<file path="config.mk">
export PLATFORM = sky130hd
export DESIGN_NAME = display_7_seg_mux_flat
export DESIGN_NICKNAME = d
export VERILOG_FILES = /design/src/rtl/display_7_seg_mux_if.sv /design/src/rtl/display_7_seg_mux.sv /design/src/flat_wrapper.sv
export SDC_FILE = /design/constraint.sdc
export NUM_CORES = 1
export LEC_CHECK = 0
export CORE_MARGIN = 5
export CORE_UTILIZATION = 51
export CTS_CLUSTER_DIAMETER = 60
export DETAILED_ROUTE_END_ITERATION = 10
export PLACE_DENSITY_LB_ADDON = 0.25
export SLEW_MARGIN = 20
export SYNTH_ARGS = -nofsm -noshare
export SYNTH_HDL_FRONTEND = slang
export SYNTH_SLANG_ARGS = --single-unit
</file>
<file path="constraint.sdc">
create_clock -name CLK -period 3.8 [get_ports CLK]
set_clock_uncertainty 0.05 [all_clocks]
set_input_delay 0.76 -clock CLK [delete_from_list [all_inputs] [get_ports CLK]]
set_output_delay 0.76 -clock CLK [all_outputs]
set_load 0.01 [all_outputs]
</file>
<file path="src/rtl/display_7_seg_mux_if.sv">
// display_7_seg_mux_if: value/attribute inputs and pin outputs of the 7-segment scanner
//   master: drives number_in, dp_in, blank_in, lz_suppress, brightness; receives SEG, DIGIT, frame_start
//   slave : the scanner side of the same signals
interface display_7_seg_mux_if #(
   parameter int N_DIGITS = 8
);
   logic [4*N_DIGITS-1:0] number_in;
   logic [N_DIGITS-1:0]   dp_in;
   logic [N_DIGITS-1:0]   blank_in;
   logic                  lz_suppress;
   logic [3:0]            brightness;
   logic [7:0]            SEG;
   logic [N_DIGITS-1:0]   DIGIT;
   logic                  frame_start;
   modport master (
      output number_in, dp_in, blank_in, lz_suppress, brightness,
      input  SEG, DIGIT, frame_start
   );
   modport slave (
      input  number_in, dp_in, blank_in, lz_suppress, brightness,
      output SEG, DIGIT, frame_start
   );
endinterface

</file>
<file path="src/rtl/display_7_seg_mux.sv">
// display_7_seg_mux: time-multiplexed driver for N common-anode 7-segment digits
//   CLK   : system clock, posedge
//   RST_N : asynchronous active-low reset
//   io    : slave side of display_7_seg_mux_if (hex value, dp, blanking, lz suppress,
//           brightness in; active-low SEG/DIGIT and frame_start pulse out, all registered)
module display_7_seg_mux #(
   parameter int N_DIGITS = 8,
   parameter int PRESCALE = 50000
) (
   input logic                CLK,
   input logic                RST_N,
   display_7_seg_mux_if.slave io
);
   localparam int CW = $clog2(PRESCALE);
   localparam int IW = (N_DIGITS > 1) ? $clog2(N_DIGITS) : 1;
   // (brightness+1)*PRESCALE needs up to 5 extra bits before the >>4
   localparam int TW = CW + 5;
   logic [CW-1:0]         cnt_q, cnt_d;
   logic [IW-1:0]         idx_q, idx_d;
   logic [4*N_DIGITS-1:0] num_q, num_e;
   logic [N_DIGITS-1:0]   dp_q, dp_e, blank_q, blank_e, sup, digit_q, digit_d;
   logic                  lz_q, lz_e, started_q, tick, frame, z, on;
   logic [TW-1:0]         thr;
   logic [3:0]            nib;
   logic [7:0]            seg_q, seg_d;
   logic                  fs_q;

   function automatic logic [6:0] hex7(input logic [3:0] h);
      case (h)
         4'h0: hex7 = 7'h40;
         4'h1: hex7 = 7'h79;
         4'h2: hex7 = 7'h24;
         4'h3: hex7 = 7'h30;
         4'h4: hex7 = 7'h19;
         4'h5: hex7 = 7'h12;
         4'h6: hex7 = 7'h02;
         4'h7: hex7 = 7'h78;
         4'h8: hex7 = 7'h00;
         4'h9: hex7 = 7'h10;
         4'hA: hex7 = 7'h08;
         4'hB: hex7 = 7'h03;
         4'hC: hex7 = 7'h46;
         4'hD: hex7 = 7'h21;
         4'hE: hex7 = 7'h06;
         default: hex7 = 7'h0E;
      endcase
   endfunction

   always_comb begin
      tick  = cnt_q == CW'(PRESCALE - 1);
      frame = tick && (idx_q == IW'(N_DIGITS - 1));
      cnt_d = tick ? '0 : cnt_q + CW'(1);
      idx_d = !tick ? idx_q : frame ? '0 : idx_q + IW'(1);
      // On the frame edge digit 0 is decoded from the live inputs being latched,
      // so it appears without a frame of latency.
      num_e   = frame ? io.number_in   : num_q;
      dp_e    = frame ? io.dp_in       : dp_q;
      blank_e = frame ? io.blank_in    : blank_q;
      lz_e    = frame ? io.lz_suppress : lz_q;
      // Walk from the MS digit down; z stays set while everything above is a dark zero.
      z   = 1'b1;
      sup = '0;
      for (int i = N_DIGITS - 1; i >= 0; i--) begin
         z      = z & (num_e[4*i +: 4] == 4'h0) & ~dp_e[i];
         sup[i] = lz_e & z & (i != 0);
      end
      nib = num_e[{idx_d, 2'b00} +: 4];
      thr = TW'(((TW'(io.brightness) + TW'(1)) * TW'(PRESCALE)) >> 4);
      // Nothing is lit before the first frame snapshot exists.
      on      = (started_q | frame) & (TW'(cnt_d) < thr) & ~blank_e[idx_d] & ~sup[idx_d];
      digit_d = on ? ~(N_DIGITS'(1) << idx_d) : '1;
      seg_d   = on ? {~dp_e[idx_d], hex7(nib)} : 8'hFF;
   end

   always_ff @(posedge CLK or negedge RST_N) begin
      if (!RST_N) begin
         cnt_q     <= '0;
         idx_q     <= IW'(N_DIGITS - 1);
         num_q     <= '0;
         dp_q      <= '0;
         blank_q   <= '0;
         lz_q      <= 1'b0;
         started_q <= 1'b0;
         seg_q     <= 8'hFF;
         digit_q   <= '1;
         fs_q      <= 1'b0;
      end else begin
         cnt_q     <= cnt_d;
         idx_q     <= idx_d;
         num_q     <= num_e;
         dp_q      <= dp_e;
         blank_q   <= blank_e;
         lz_q      <= lz_e;
         started_q <= started_q | frame;
         seg_q     <= seg_d;
         digit_q   <= digit_d;
         fs_q      <= frame;
      end
   end

   assign io.SEG         = seg_q;
   assign io.DIGIT       = digit_q;
   assign io.frame_start = fs_q;
endmodule

</file>
<file path="src/flat_wrapper.sv">
// flat-port wrapper written by rule: the top's interface ports become plain ports
module display_7_seg_mux_flat 
#(
   parameter int N_DIGITS = 8,
   parameter int PRESCALE = 50000
)
  (CLK, RST_N, io_number_in, io_dp_in, io_blank_in, io_lz_suppress, io_brightness, io_SEG, io_DIGIT, io_frame_start);
  display_7_seg_mux_if #(.N_DIGITS(N_DIGITS)) io_i ();
  input logic CLK;
  input logic RST_N;
  input wire logic [$bits(io_i.number_in)-1:0] io_number_in;
  input wire logic [$bits(io_i.dp_in)-1:0] io_dp_in;
  input wire logic [$bits(io_i.blank_in)-1:0] io_blank_in;
  input wire logic [$bits(io_i.lz_suppress)-1:0] io_lz_suppress;
  input wire logic [$bits(io_i.brightness)-1:0] io_brightness;
  output wire logic [$bits(io_i.SEG)-1:0] io_SEG;
  output wire logic [$bits(io_i.DIGIT)-1:0] io_DIGIT;
  output wire logic [$bits(io_i.frame_start)-1:0] io_frame_start;
  assign io_i.number_in = io_number_in;
  assign io_i.dp_in = io_dp_in;
  assign io_i.blank_in = io_blank_in;
  assign io_i.lz_suppress = io_lz_suppress;
  assign io_i.brightness = io_brightness;
  assign io_SEG = io_i.SEG;
  assign io_DIGIT = io_i.DIGIT;
  assign io_frame_start = io_i.frame_start;
  display_7_seg_mux #(.N_DIGITS(N_DIGITS), .PRESCALE(PRESCALE)) u_core (.CLK(CLK), .RST_N(RST_N), .io(io_i));
endmodule
</file>
# Yosys cells after proc, flatten, opt, wreduce, memory -nomap -nowiden
# Memory sizes are Yosys's and may differ from the RTL's.
# Cells that the tools add are included.
# classes
shifts,2
reduce_logical,8
multipliers,1
addsub,3
n_eq_ne,2
magnitude_cmp,2
n_bitwise,35
muxes,15
# op_table
operator,count
32-bit two-way mux,1
8-bit two-way mux,4
32-bit by 6-bit indexed part select with 4-bit output,1
4-bit zero test,7
1-bit AND,23
21-bit by 12-bit multiplier with 17-bit output (second input constant),1
16-bit by 17-bit less-than comparator with 1-bit output,1
16-bit by 1-bit adder with 16-bit output (second input constant),1
16-bit equality test (second input constant),1
16-bit two-way mux,1
1-bit inverter,10
1-bit binary-select mux with 3-bit select,3
8-bit inverter,1
1-bit by 3-bit << shifter with 8-bit output (first input constant),1
3-bit two-way mux,2
4-bit by 1-bit adder with 5-bit output (second input constant),1
3-bit by 4-bit less-than comparator with 1-bit output (second input constant),1
1-bit two-way mux,4
3-bit by 1-bit adder with 3-bit output (second input constant),1
3-bit equality test (second input constant),1
1-bit logical AND,1
1-bit OR,1
# totals
n_memories,1
mem_bits_ro,112
register_bits,86
out_inout_bits,17
inputBits,55
word_cells,79
# mem_list
memory,depth,width,read_ports,rd_clocked_by_memory_dff,write_ports,line_no,text
(name not given),16,7,1,0,0,display_7_seg_mux.sv:29,case (h)

# Logic depth before layout (Yosys ltp)
# Gate-level depths: netlist (run 1).
# logic_depth
ltp_word,23
depth_mapped,23
depth_no_buf,22

# Worst setup path after synthesis (run 1)
# Ideal clock, no wire load.
# synth_timing
path_kind,input to register
start,input io_brightness[0]
end,"register u_core.seg_q[1], in the netlist u_core.io.SEG[1]"
required_ps,3660
path_stages,22
setup_slack_ps,-1435
setup_ps,90
n_path_buf,1
t_arrival_ps,5095
cell_sequence,ha_1 xor2_1 ha_1 xor2_1 ha_1 ha_1 ha_1 a21o_1 a21oi_1 o21bai_1 a21o_1 a21oi_1 o21bai_1 xnor2_1 ha_1 a21o_1 a211oi_1 o21ai_0 a21o_1 a2111oi_4 buf_2 o211ai_1
# synth_via
elab_chain_cells,7
# synth_rtl
element,line_no,text
start: declaration,flat_wrapper.sv:15,input wire logic [$bits(io_i.brightness)-1:0] io_brightness;
4-bit by 1-bit adder with 5-bit output,display_7_seg_mux.sv:68,thr = TW'(((TW'(io.brightness) + TW'(1)) * TW'(PRESCALE)) >> 4);
21-bit by 12-bit multiplier with 17-bit output,display_7_seg_mux.sv:68,
16-bit by 17-bit less-than comparator with 1-bit output,display_7_seg_mux.sv:70,on = (started_q | frame) & (TW'(cnt_d) < thr) & ~blank_e[idx_d] & ~sup[idx_d];
1-bit AND (3 in series),display_7_seg_mux.sv:70,
8-bit two-way mux,display_7_seg_mux.sv:72,"seg_d = on ? {~dp_e[idx_d], hex7(nib)} : 8'hFF;"
via u_core.seg_d[1],display_7_seg_mux.sv:25,"logic [7:0] seg_q, seg_d;"
end signal: assignment,display_7_seg_mux.sv:95,seg_q <= seg_d;
end: declaration,display_7_seg_mux.sv:25,
# The timed path passes the listed nets, and every way through them passes these cells.

# Final worst setup path (run 1)
# layout_timing
start,input io_brightness[0]
end,"register u_core.digit_q[7], in the netlist u_core.io.DIGIT[7]"
# layout_via
elab_chain_cells,7
# layout_rtl
element,line_no,text
4-bit by 1-bit adder with 5-bit output,display_7_seg_mux.sv:68,
21-bit by 12-bit multiplier with 17-bit output,display_7_seg_mux.sv:68,
16-bit by 17-bit less-than comparator with 1-bit output,display_7_seg_mux.sv:70,
1-bit AND (3 in series),display_7_seg_mux.sv:70,
8-bit two-way mux,display_7_seg_mux.sv:71,digit_d = on ? ~(N_DIGITS'(1) << idx_d) : '1;
via u_core.digit_d[7],display_7_seg_mux.sv:21,"logic [N_DIGITS-1:0] dp_q, dp_e, blank_q, blank_e, sup, digit_q, digit_d;"
end signal: assignment,display_7_seg_mux.sv:96,digit_q <= digit_d;
end: declaration,display_7_seg_mux.sv:21,
# The timed path passes the listed nets, and every way through them passes these cells.

==> results of run 1 <==
-- Yosys cell counts (3+ instances only) --
master	instances	area, sq um
nand2_1	92	345.3
dfrtp_1	67	1677
ha_1	57	713.2
nor2_1	33	123.9
inv_1	27	101.4
mux2_2	27	304.0
nand3_1	26	130.1
dfstp_2	19	499.2
a21oi_1	17	85.08
xnor2_1	17	148.9
mux2i_1	15	150.1
xor2_1	14	122.6
a21o_1	13	97.59
nor3_1	11	55.05
clkbuf_1	10	37.54
o21ai_0	10	50.05
or4_1	10	75.07
nand4_1	9	56.30
o211ai_1	9	67.56
a211oi_1	7	52.55
nor4_1	7	43.79
a221oi_1	5	43.79
buf_2	5	25.02
and2_1	4	25.02
and3_1	4	25.02
nor2b_1	4	25.02
o21a_1	4	30.03
a31oi_1	3	18.77
o31ai_1	3	22.52
-- worst max-delay path: cells and delay by family --
family                   cells  cell delay, ns
AND/OR/NAND/NOR              2            0.15
buffers and inverters        3            0.44
AO/OA/AOI/OAI               11            2.12
XOR/XNOR                     2            0.34
adder cells (fa/ha/maj)      6            1.33
-- through the flow --
stage | worst slack [ns] | cells | utilization (%) | TNS (ns) | area [sq um]
global placement | -1.785 | 845 | 65.43 | -27.26 | 7093
floorplan | -1.135 | 577 | - | -16.36 | 5717
detailed placement | -1.960 | 845 | 65.43 | -30.11 | 7093
CTS | -0.9268 | 869 | 68.77 | -13.60 | 7455
global route | -1.277 | 873 | 69.94 | -19.34 | 7582
finish | -1.113 | 873 | 69.94 | -16.77 | 7582
-- registers in the layout, indices dropped and copies added (netlist names) --
name,count
u_core.num_q,32
u_core.cnt_q,16
u_core.blank_q,8
u_core.dp_q,8
u_core.io.DIGIT,8
u_core.io.SEG,8
u_core.idx_q,3
u_core.io.frame_start,1
u_core.lz_q,1
u_core.started_q,1
-- cell usage in the layout (no fill, tap or decap), drive strengths merged, types with 7 or more instances in the layout --
master and count:
nand2 93, mux2i 15, xor2 14, inv 28, clkdlybuf4s50 66, nand3 26, dfrtp 67, nand4 9
o211ai 9, mux2 28, xnor2 17, clkbuf 15, buf 89, o21ai 10, ha 57, dfstp 19
nor2 33, nor3 11, nor4 8, a211oi 7, a21oi 17, or4 11, a21o 13
-- worst min-delay path by stage --
| stage | from | end | slack [ns] | cells past startpoint |
|---|---|---|---|---|
| after floorplan | u_core.lz_q | u_core.lz_q | 0.38 | 2 |
| after global placement | u_core.dp_q[0] | u_core.dp_q[0] | 0.40 | 2 |
| after detailed placement | u_core.dp_q[0] | u_core.dp_q[0] | 0.40 | 2 |
| after CTS | u_core.dp_q[0] | u_core.dp_q[0] | 0.42 | 2 |
| after global routing | u_core.dp_q[0] | u_core.dp_q[0] | 0.44 | 2 |
| final | RST_N | u_core.lz_q | 0.39 | 1 |
-- power by group --
group	total [W]	switching (W)	internal, W	leakage, nW
Clock	0.000639	0.000316	0.000323	0.0976
Sequential	0.000934	0.00000603	0.000928	0.945
Combinational	0.000658	0.000303	0.000355	2.40
-- what timing repair did --
action | 4_1_cts | 5_1_grt
buffers inserted | 7 | 4
resized for setup | 39 | 19
gates cloned | 1 | 0
pin swaps | 26 | 22
setup endpoints to repair | 16 | 16
-- layout make-up --
class / count / area, sq um
tap: 140 / 175.2
timing repair buffer: 157 / 1384
sequential: 86 / 2176
inverter: 29 / 108.9
clock buffer: 13 / 148.9
clock inverter: 3 / 43.79
fill: 837 / 3258
multi-input combinational: 445 / 3546
-- layer usage --
metal,vias up,wire length [microns]
met5,-,0
li1,2381,-
met2,220,7228
met4,0,437
met1,2422,7057
met3,37,1186
-- cell families after synthesis --
family	count (synthesis)	synth area share, %
AND/OR/NAND/NOR	219	19.20
AO/OA/AOI/OAI	93	12.06
XOR/XNOR	31	4.828
adder cells (fa/ha/maj)	58	13.04
buffers and inverters	46	3.448
multiplexers	44	8.743
flip-flops	86	38.69
==> flow_summary.yaml, run 1 <==
global_route:
  antenna_found_initial: 0
  grt_use_total_pct: 24.11
  grt_pass1_vias: 5228
  grt.met2_usage_pct: 38.08
  grt_use_met1_pct: 32.90
  grtUsageMet3_pct: 5.263
  grt_overflow_total: 0
  grt_max_degree: 87
  grt_pass1_wl_microns: 25270
  busiest_layer: "met2"
layout:
  num-nets-final: 841
  final_layout_size_suffix_gt1_share_pct: 26.74
  area_growth_pct: 34.82
  n_antenna_cell: 0
clocking:
  clock_latency_ns: 0.35
  cts_hold_buf: 0
  clockRootBuffer: "clkbuf_8"
  clock-sinks: 86
  path_clk_slew_ns: 0.09
  clockBufferDepth: 2
  cts.htree.levels: 3
  cts_tree: "done"
  cts_buffers: 9
route:
  ant_nets: 0
  firstDrtPassIters: 5
  drc: 0
  drtIter0Drc: 280
  wirelength_microns: 15910
  route.vias.total: 5060
  wl_per_cell_microns: 18.22
  via_per_inst: 5.796
yosys:
  postSynthCellCount: 577
  syn_nets: 690
  ys_seq_area_share_pct: 38.69
  synth_edf_count: 0
  ys_warn_count: 0
  yosys_register_bits: 86
  avgSynthCellArea_sq_um: 9.747
  ys_types: 66
  netlist_area_sq_um: 5624
  ys.flop_type: "dfrtp_1"
  async_flop_share_pct: 100.0
floorplan:
  die_x_microns: 115.0
  core_area_sq_um: 10840
  rows: 38
  dieArea_sq_um: 13230
  start_util_pct: 51.88
  num_io_pins: 72
  die_y_microns: 115.0
setup_path:
  criticalPathCategory: "primary input to flip-flop"
  reg2reg_to: "u_core.io.DIGIT[7]"
  worstPathArrival_ns: 5.13
  cp_max_fo: 7
  critPathSlowestCell: "a2111oi_4"
  crit_end: "u_core.io.DIGIT[7]"
  crit_chain: "buf_8, ha_4, xor2_4, ha_4, xor2_4, ha_4, a21o_1, ha_4, ha_4, buf_4, a21oi_2, o21bai_1, a21o_1, a21oi_2, o21a_1, nor4_1, a311oi_1, ha_1, o211ai_1, o21ai_1, a21o_1, a2111oi_4, buf_6, nand3_1"
  startpoint: "io_brightness[0]"
  required_ns: 4.02
  cp_common_cell: "ha_4"
  cp_slowest_stage_delay_ns: 0.44
  reg2reg_depth: 14
  reg2reg_setup_slack_ns: -0.10
  worstSetupStartpointType: "primary input"
  endpoint_kind: "flip-flop"
  worstReg2RegStart: "u_core.cnt_q[11]"
timing:
  max_clock_freq_mhz: 203.6
  fin_crit_ns: 4.913
  hold_slack_ns: 0.3948
  rsz0062_at_grt: "yes"
  tightest_slew_ns: 0.7590
  setup_viol: 16
  max_slew_margin_pct: 49.40
  slew_violations: 0
  worst_slack_ns: -1.113
  post-route-period-util_pct: 129.3
  hold_viol_final: 0
pwr:
  total_power_w: 0.002231
  peakVddDrop_mv: 0.1648
  power_leakage_nw: 3.439
  pwr_density_cell_nw_per_um2: 294.2
outcome:
  violations: "setup timing"
  outcome: "finished, violations left"
min_path:
  holdCritPathClass: "primary input to async pin"
placed_design:
  place.gp.congestion: 0.9422
  dp_hpwl_microns: 11810
  numPortBuffers: 71
flow_run:
  cap_violations: 0
No activity file was read; power rests on OpenSTA's default activity.
==> run 2, diff against run 1 <==
--- a/config.mk
+++ b/config.mk
@@ -9,7 +9,9 @@
 export CORE_UTILIZATION = 51
 export CTS_CLUSTER_DIAMETER = 60
 export DETAILED_ROUTE_END_ITERATION = 10
-export PLACE_DENSITY_LB_ADDON = 0.25
+export GPL_ROUTABILITY_DRIVEN = 0
+export HOLD_SLACK_MARGIN = 0.05
+export PLACE_DENSITY = 0.78
 export SLEW_MARGIN = 20
 export SYNTH_ARGS = -nofsm -noshare
 export SYNTH_HDL_FRONTEND = slang
==> run 2 against run 1 <==
Compared with the run above: cell count stayed put; total power is 3.5% higher; utilization is 0.82 points lower; count of clock-buffer cells in the layout is 3 lower; sequential power hardly changed; critical endpoint is now u_core.io.SEG[5]; worst setup slack worse by 0.024 ns; register-to-register slack worse by 0.12 ns; the run still ends with setup timing left; worst hold slack worse by 0.0066 ns.
==> flow_summary.yaml, run 2 (synthesis gave the netlist of run 1 again) <==
outcome:
  outcome: "finished, violations left"
  violations: "setup timing"
route:
  via_per_inst: 5.911
  drc: 0
  drtIter0Drc: 356
  wl_per_cell_microns: 19.08
  ant_nets: 0
  route.vias.total: 5160
  wirelength_microns: 16660
  firstDrtPassIters: 5
pwr:
  pwr_density_cell_nw_per_um2: 308.0
  peakVddDrop_mv: 0.1757
  power_leakage_nw: 3.424
clocking:
  clock-sinks: 86
  clock_latency_ns: 0.37
  clockRootBuffer: "clkbuf_8"
  cts.htree.levels: 3
  cts_tree: "done"
  cts_hold_buf: 0
  cts_buffers: 9
  path_clk_slew_ns: 0.09
  clockBufferDepth: 2
global_route:
  grt_pass1_wl_microns: 27260
  grt_use_total_pct: 26.06
  grt_overflow_total: 0
  grt_pass1_vias: 5479
  antenna_found_initial: 0
  grt_max_degree: 87
layout:
  area_growth_pct: 33.24
  num-nets-final: 841
  final_layout_size_suffix_gt1_share_pct: 25.51
  largest_register_ffs: 32
  top_register: "u_core.num_q"
  n_antenna_cell: 0
  reg_top3: "u_core.num_q x32, u_core.cnt_q x16"
  fin_util_pct: 69.13
  layout.cells.most_common_list: "nand2_1, buf_4, dfrtp_1"
  fill_cells: 798
  mostFrequentLayoutCell: "nand2_1"
floorplan:
  dieArea_sq_um: 13230
  num_io_pins: 72
  start_util_pct: 51.88
  core_area_sq_um: 10840
  die_x_microns: 115.0
  rows: 38
  die_y_microns: 115.0
timing:
  hold_slack_ns: 0.3882
  setup_viol: 16
  fin_crit_ns: 4.936
  post-route-period-util_pct: 129.9
  max_clock_freq_mhz: 202.6
  tightest_slew_ns: 0.7634
  rsz0062_at_grt: "yes"
  worst_slack_ns: -1.136
  max_slew_margin_pct: 49.10
  hold_viol_final: 0
  slew_violations: 0
setup_path:
  worstSetupStartpointType: "primary input"
  critical-path-top-delay-family: "compound AO/OA/AOI/OAI gates"
  endpoint_kind: "flip-flop"
  cp_num_buf_inv: 2
  cp_max_fo: 7
  cp_slowest_stage_delay_ns: 0.34
  worstPathArrival_ns: 5.17
  criticalPathCategory: "primary input to flip-flop"
  crit_chain: "buf_8, ha_4, xor2_4, ha_4, xor2_1, ha_1, ha_4, ha_4, a21o_1, a21oi_2, o21bai_1, a21o_1, a21oi_2, o21bai_1, xnor2_1, ha_1, a21o_1, a211oi_2, o21ai_1, a21o_1, a2111oi_4, buf_4, nand4_1"
  required_ns: 4.04
  critPathSlowestCell: "a2111oi_4"
flow_run:
  cap_violations: 0
placed_design:
  dp_hpwl_microns: 12490
  numPortBuffers: 71
min_path:
  holdCritPathClass: "primary input to async pin"
==> run 2: area by class of cell <==
cell class / instances / area [sq um] / share of cell area (%)
flip-flops and latches: 86 / 2176 / 29.04
repair buffers: 157 / 1368 / 18.25
clock inverters: 6 / 92.59 / 1.236
well taps: 140 / 175.2 / 2.338
inverters: 29 / 108.9 / 1.453
multi-input cells: 445 / 3436 / 45.85
clock buffers: 10 / 137.6 / 1.837
==> run 2: worst paths after layout <==
check	slack [ns]	to	depth (start not counted)	from
worst min-delay path	0.39	u_core.io.frame_start	1	RST_N
max in group asynchronous	2.81	u_core.num_q[0]	1	RST_N
min in group CLK	0.43	u_core.lz_q	2	u_core.lz_q
worst max register to register	-0.22	u_core.io.SEG[5]	14	u_core.cnt_q[11]
worst min register to register	0.43	u_core.lz_q	2	u_core.lz_q
worst max-delay path	-1.14	u_core.io.SEG[5]	23	io_brightness[0]
==> run 2: worst register-to-register path: cells and delay by family (launching register included) <==
kind            cells  cell delay [ns]
compound gates      6             1.49
simple gates        5             1.22
buf+inv             2             0.48
flops               1             0.40
fa+ha+maj           1             0.31
==> run 2: metal layers <==
| metal | wire [microns] | track usage [%] | up-vias |
|---|---|---|---|
| met1 | 7106 | 34.75 | 2547 |
| met2 | 8129 | 42.67 | 196 |
| met4 | 358 | 8.998 | 0 |
| met3 | 1068 | 4.947 | 32 |
| met5 | 0 | 0 | - |
| li1 | - | - | 2385 |
==> run 2: per-stage QoR <==
step | instances | setup TNS, ns | instance area [sq um] | power [W] | worst slack (ns)
after floorplan | 577 | -16.36 | 5717 | 0.001261 | -1.135
after global placement | 852 | -26.53 | 7127 | 0.001490 | -1.737
after detailed placement | 852 | -31.54 | 7127 | 0.001525 | -2.050
after CTS | 872 | -14.75 | 7470 | 0.002292 | -0.9895
after global routing | 873 | -21.01 | 7493 | 0.002418 | -1.395
final | 873 | -16.96 | 7493 | 0.002308 | -1.136
==> run 2: power breakdown <==
| part | switching, W | internal [W] | leakage, nW |
|---|---|---|---|
| sequential | 0.00000603 | 0.000928 | 0.945 |
| combinational | 0.000294 | 0.000322 | 2.36 |
| clock | 0.000364 | 0.000394 | 0.115 |
| total | 0.000663 | 0.00164 | 3.42 |
==> run 2: timing repair <==
| item | in CTS | in global routing |
|---|---|---|
| setup endpoints to repair | 16 | 16 |
| cloned | 1 | 0 |
| pin swaps | 18 | 2 |
| resized for setup | 37 | 3 |
| buffers inserted | 3 | 1 |
